`src/rtl/pipeline_host_ctrl.sv`:
```
`default_nettype none
// ============================================================================
//  Module      : pipeline_host_ctrl
//  Description : Host-side sequencer for the 5-stage pipeline: loads I-MEM and
//                D-MEM port B, runs the CPU for N cycles, drains in-flight
//                instructions with NOP injection and reads D-MEM back.
//  Revision    : 1.0  initial release
// ============================================================================
module pipeline_host_ctrl #(
    parameter int IMEM_AW    = 9,
    parameter int DMEM_AW    = 8,
    parameter int DMEM_DW    = 64,
    parameter int CNT_W      = 16,
    parameter int PIPE_DEPTH = 4,
    parameter int RD_LAT     = 1
) (
    input  logic               clk,
    input  logic               rst,
    input  logic               cmd_valid,
    output logic               cmd_ready,
    input  logic [1:0]         cmd_op,
    input  logic [IMEM_AW-1:0] cmd_addr,
    input  logic [DMEM_DW-1:0] cmd_data,
    output logic               rsp_valid,
    input  logic               rsp_ready,
    output logic [1:0]         rsp_op,
    output logic [DMEM_DW-1:0] rsp_data,
    output logic               imem_we,
    output logic [IMEM_AW-1:0] imem_addr,
    output logic [31:0]        imem_wdata,
    output logic               dmem_web,
    output logic [DMEM_AW-1:0] dmem_addrb,
    output logic [DMEM_DW-1:0] dmem_dinb,
    input  logic [DMEM_DW-1:0] dmem_doutb,
    output logic               cpu_rst,
    output logic               cpu_run,
    output logic               cpu_nop
);

    localparam logic [2:0] c_st_idle  = 3'd0;
    localparam logic [2:0] c_st_wr    = 3'd1;
    localparam logic [2:0] c_st_crst  = 3'd2;
    localparam logic [2:0] c_st_run   = 3'd3;
    localparam logic [2:0] c_st_drain = 3'd4;
    localparam logic [2:0] c_st_rdw   = 3'd5;
    localparam logic [2:0] c_st_rsp   = 3'd6;

    localparam logic [1:0] c_op_wr_imem = 2'd0;
    localparam logic [1:0] c_op_wr_dmem = 2'd1;
    localparam logic [1:0] c_op_run     = 2'd2;
    localparam logic [1:0] c_op_rd_dmem = 2'd3;

    localparam logic [CNT_W-1:0] c_drain_len = CNT_W'(PIPE_DEPTH);
    localparam logic [CNT_W-1:0] c_rd_wait   = CNT_W'(RD_LAT);

    logic [2:0]         r_state;
    logic [1:0]         r_op;
    logic [IMEM_AW-1:0] r_imem_addr;
    logic [31:0]        r_imem_wdata;
    logic [DMEM_AW-1:0] r_dmem_addr;
    logic [DMEM_DW-1:0] r_dmem_din;
    logic [CNT_W-1:0]   r_run_n;
    logic [CNT_W-1:0]   r_cnt;
    logic [DMEM_DW-1:0] r_rsp_data;

    logic               w_accept;
    logic [CNT_W-1:0]   w_cmd_n;
    logic [DMEM_DW-1:0] w_run_n_ext;

    assign w_accept    = cmd_valid && cmd_ready;
    assign w_cmd_n     = cmd_data[CNT_W-1:0];
    assign w_run_n_ext = {{(DMEM_DW-CNT_W){1'b0}}, r_run_n};

    always_ff @(posedge clk) begin
        if (rst) begin
            r_state      <= c_st_idle;
            r_op         <= 2'd0;
            r_imem_addr  <= '0;
            r_imem_wdata <= '0;
            r_dmem_addr  <= '0;
            r_dmem_din   <= '0;
            r_run_n      <= '0;
            r_cnt        <= '0;
            r_rsp_data   <= '0;
        end else begin
            case (r_state)
                c_st_idle: begin
                    if (w_accept) begin
                        r_op <= cmd_op;
                        case (cmd_op)
                            c_op_wr_imem: begin
                                r_imem_addr  <= cmd_addr;
                                r_imem_wdata <= cmd_data[31:0];
                                r_state      <= c_st_wr;
                            end
                            c_op_wr_dmem: begin
                                r_dmem_addr <= cmd_addr[DMEM_AW-1:0];
                                r_dmem_din  <= cmd_data;
                                r_state     <= c_st_wr;
                            end
                            c_op_run: begin
                                r_run_n <= w_cmd_n;
                                r_cnt   <= w_cmd_n;
                                // A zero-length run never touches the pipeline at all
                                if (w_cmd_n == '0) begin
                                    r_rsp_data <= '0;
                                    r_state    <= c_st_rsp;
                                end else if (cmd_addr[0]) begin
                                    r_state <= c_st_crst;
                                end else begin
                                    r_state <= c_st_run;
                                end
                            end
                            c_op_rd_dmem: begin
                                r_dmem_addr <= cmd_addr[DMEM_AW-1:0];
                                r_cnt       <= c_rd_wait;
                                r_state     <= c_st_rdw;
                            end
                            default: r_state <= c_st_idle;
                        endcase
                    end
                end
                c_st_wr: begin
                    r_rsp_data <= '0;
                    r_state    <= c_st_rsp;
                end
                c_st_crst: begin
                    r_state <= c_st_run;
                end
                c_st_run: begin
                    if (r_cnt == CNT_W'(1)) begin
                        if (PIPE_DEPTH == 0) begin
                            r_rsp_data <= w_run_n_ext;
                            r_state    <= c_st_rsp;
                        end else begin
                            r_cnt   <= c_drain_len;
                            r_state <= c_st_drain;
                        end
                    end else begin
                        r_cnt <= r_cnt - CNT_W'(1);
                    end
                end
                c_st_drain: begin
                    if (r_cnt == CNT_W'(1)) begin
                        r_rsp_data <= w_run_n_ext;
                        r_state    <= c_st_rsp;
                    end else begin
                        r_cnt <= r_cnt - CNT_W'(1);
                    end
                end
                c_st_rdw: begin
                    // Address went out on entry; data is valid RD_LAT cycles later
                    if (r_cnt == '0) begin
                        r_rsp_data <= dmem_doutb;
                        r_state    <= c_st_rsp;
                    end else begin
                        r_cnt <= r_cnt - CNT_W'(1);
                    end
                end
                c_st_rsp: begin
                    if (rsp_ready) begin
                        r_state <= c_st_idle;
                    end
                end
                default: r_state <= c_st_idle;
            endcase
        end
    end

    assign cmd_ready  = (r_state == c_st_idle) && !rst;
    assign rsp_valid  = (r_state == c_st_rsp);
    assign rsp_op     = r_op;
    assign rsp_data   = r_rsp_data;

    assign imem_we    = (r_state == c_st_wr) && (r_op == c_op_wr_imem);
    assign imem_addr  = r_imem_addr;
    assign imem_wdata = r_imem_wdata;
    assign dmem_web   = (r_state == c_st_wr) && (r_op == c_op_wr_dmem);
    assign dmem_addrb = r_dmem_addr;
    assign dmem_dinb  = r_dmem_din;

    assign cpu_rst    = (r_state == c_st_crst);
    assign cpu_run    = (r_state == c_st_run) || (r_state == c_st_drain);
    assign cpu_nop    = (r_state == c_st_drain);

endmodule
`default_nettype wire

```
`config.mk`:
```
export PLATFORM = sky130hd
export DESIGN_NAME = pipeline_host_ctrl
export DESIGN_NICKNAME = d
export VERILOG_FILES = /design/src/rtl/pipeline_host_ctrl.sv
export SDC_FILE = /design/constraint.sdc
export NUM_CORES = 1
export LEC_CHECK = 0
export CAP_MARGIN = 10
export CORE_UTILIZATION = 45
export DETAILED_ROUTE_END_ITERATION = 8
export HOLD_SLACK_MARGIN = 0.03
export PLACE_DENSITY = 0.9
export SETUP_SLACK_MARGIN = 0.2
export SLEW_MARGIN = 20
export SYNTH_ARGS = -nofsm -noshare
export SYNTH_HDL_FRONTEND = slang
export SYNTH_SLANG_ARGS = --single-unit
```
`constraint.sdc`:
```
create_clock -name clk -period 3.3 [get_ports clk]
set_input_delay 0.495 -clock clk [delete_from_list [all_inputs] [get_ports clk]]
set_output_delay 0.495 -clock clk [all_outputs]
set_load 0.02 [all_outputs]
```
==> results.tsv <==
metric	value	unit
wl_met2	13400	um
synth-seq-cells	214	
drcViolationCount	0	
detail-route-antenna-nets	0	
cp_cell_sequence	or4_1 -> o41ai_4 -> o21ai_1 -> a211oi_4 -> buf_12 -> mux2i_1	
dpl.hpwl	19600	um
powerDensity	646	nW/um^2
outcome	complete, no violations	
internal-power	5.71	mW
synthArstFlopShare	0	%
drt_iter0_drc	460	
postSynthCellCount	1032	
endpoint_kind	flip-flop	
grt_setup_unrepaired	false	
gp_congestion	0.909	
grt_use_total	26.4	%
hold_slack	0.343	ns
clk_latency	0.51	ns
crit_path_max_incr_delay	0.76	ns
final_common_cell	clkdlybuf4s50_1	
overflow	0	
drt-met1-wl	11100	um
grt_antenna_before_repair	0	
yosys_warnings	0	
grt_pass1_vias	8035	
drive_above_1_share	5.37	%
synthFlopType	dfxtp_1	
critPathLaunchType	flip-flop	
fin_crit	2.94	ns
coreArea	19500	um^2
cap_violations	0	
cp_slowest_cell	or4_1	
dr_total_vias	8455	
fp.dieW	143	um
io_pins	329	
cts_sinks	214	
sw_frac_of_total	32.9	%
avgSynthCellArea	8.63	um^2
firstDrtPassIters	5	
final_cell_mix	clkdlybuf4s50_1, nand2_1, dfxtp_1	
cts_hold_buf	0	
finClkSkew	0.00714	ns
grt_pass1_wl	42300	um
hold_class	in2reg	
post_drt_wl_per_cell	17.5	um
antenna_cells	0	
synth_nets	1177	
path_class	reg2reg	
postCtsSetupRepairBufs	0	
cts_tree	yes	
wl	28100	um
design_area	13200	um^2
hold_violations	0	
final_cells	1606	
p_sw	2.80	mW
cts.path.max_buffers	3	
placedInstanceArea	12300	um^2
slew_headroom	39.7	%
cp.required	3.72	ns
worstPathArrival	3.36	ns
synth-edff-count	0	
via_per_inst	5.26	
rows	51	
worst_slew_pin_slew	0.904	ns
seqPwrFrac	35.2	%
die_height	143	um
dr.max_layer_used	met4	
synth.cell_area	8910	um^2
wl_met3	2790	um
portBuffers	328	
die-area	20400	um^2
htree_levels	1	
dp_cells	1566	
nets	1472	
p_clk_share	32.9	%
fillers	1459	
fin_setup_tns	0	ns
p_leak	4.72	nW
fmax	341	MHz
maxSlewViolCount	0	
grt_max_degree	90	
cp_max_fo	64	
seq_area_frac_synth	48.1	%
final.period_utilization	89.0	%
root_buffer	clkbuf_16	
syn2layout_area_growth	47.7	%
ys_types	57	
numCtsBuffers	24	
p_comb_share	32.0	%
path_clk_slew	0.06	ns
ir_drop	0.000569	V
initial_core_util	45.8	%
setup_viol	0	
[worst paths after layout]
path	slack, ns	startpoint	cells after the start	endpoint
worst min-delay path	0.34	rst	2	r_run_n[5]
worst min register to register	0.45	imem_wdata[20]	2	imem_wdata[20]
worst max-delay path	0.36	r_cnt[8]	6	rsp_data[58]
worst max register to register	0.36	r_cnt[8]	6	rsp_data[58]
[cell families (layout without fill, tap and decap cells)]
group                    count (synthesis)  after routing  share of synthesized area [%]
XOR/XNOR                                 6              6                          0.590
flip-flops                             214            214                           48.1
AND/OR/NAND/NOR                        457            457                           23.1
AO/OA/AOI/OAI                          167            167                           11.3
multiplexers                           104            104                           11.9
buffers and inverters                   82            391                           4.73
adder cells (fa/ha/maj)                  2              2                          0.281
[through the flow]
step | utilization, % | power [mW] | setup slack, ns
2_1_floorplan | - | 5.10 | 0.857
5_1_grt | 67.6 | 8.91 | 0.212
3_5_place_dp | 63.3 | 5.71 | 0.329
4_1_cts | 67.6 | 8.53 | 0.305
3_3_place_gp | 63.3 | 5.68 | 0.394
6_report | 67.6 | 8.51 | 0.363
[cells in the mapped netlist, drive strengths merged, types with 7 or more instances]
cell type / instances / area (um^2)
nand2: 283 / 1060
dfxtp: 214 / 4280
a21oi: 117 / 586
mux2i: 88 / 881
nand2b: 74 / 463
clkbuf: 64 / 240
nor2: 44 / 165
mux2: 16 / 180
buf: 13 / 163
nor3: 12 / 60.1
nor4: 11 / 81.3
a221oi: 8 / 70.1
o21ai: 8 / 40.0
a211oi: 7 / 57.6
or3: 7 / 43.8
[critical path: cells and delay by family, from the launching register on]
family | cells | cell delay [ns]
buffers and inverters | 1 | 0.37
muxes | 1 | 0.28
AOI/OAI and AO/OA | 3 | 0.98
and+or+nand+nor | 1 | 0.76
DFF | 1 | 0.36
[layout make-up]
type,count,area [um^2],share of cell area (%)
inverter,5,18.8,0.143
multi-input combinational,736,4230,32.2
sequential,214,4290,32.6
clock buffer,34,729,5.54
timing repair buffer,346,3460,26.3
clock inverter,6,108,0.817
tap,265,332,2.52
[power by group through the flow]
stage / Clock (mW) / Sequential (mW) / Combinational [mW]
finish: 2.80 / 2.99 / 2.72
global route: 2.96 / 3.02 / 2.93
CTS: 2.85 / 2.98 / 2.70
detailed placement: 0 / 3.04 / 2.68
global placement: 0 / 3.03 / 2.66
floorplan: 0 / 3.05 / 2.05
[routing by layer]
metal  vias up  global-route usage (%)
met1      3931                    30.7
met3        51                    7.81
met4         0                    9.34
li1       4053                       -
met5         -                       0
met2       420                    45.9
[sequential cells by signal, summed over array words and instances, names as in the netlist, 3 cells and up]
signal      cells
rsp_data       64
dmem_dinb      64
r_cnt          16
dmem_addrb      8
r_state         3
r_run_n        16
imem_addr       9
imem_wdata     32
[what timing repair did]
item / 4_1_cts / 5_1_grt
setup endpoints to repair: 1 / 1
gates resized for setup: 1 / 1
hold endpoints to repair: 0 / 0
Note: power is estimated with default switching activity, not from simulation.
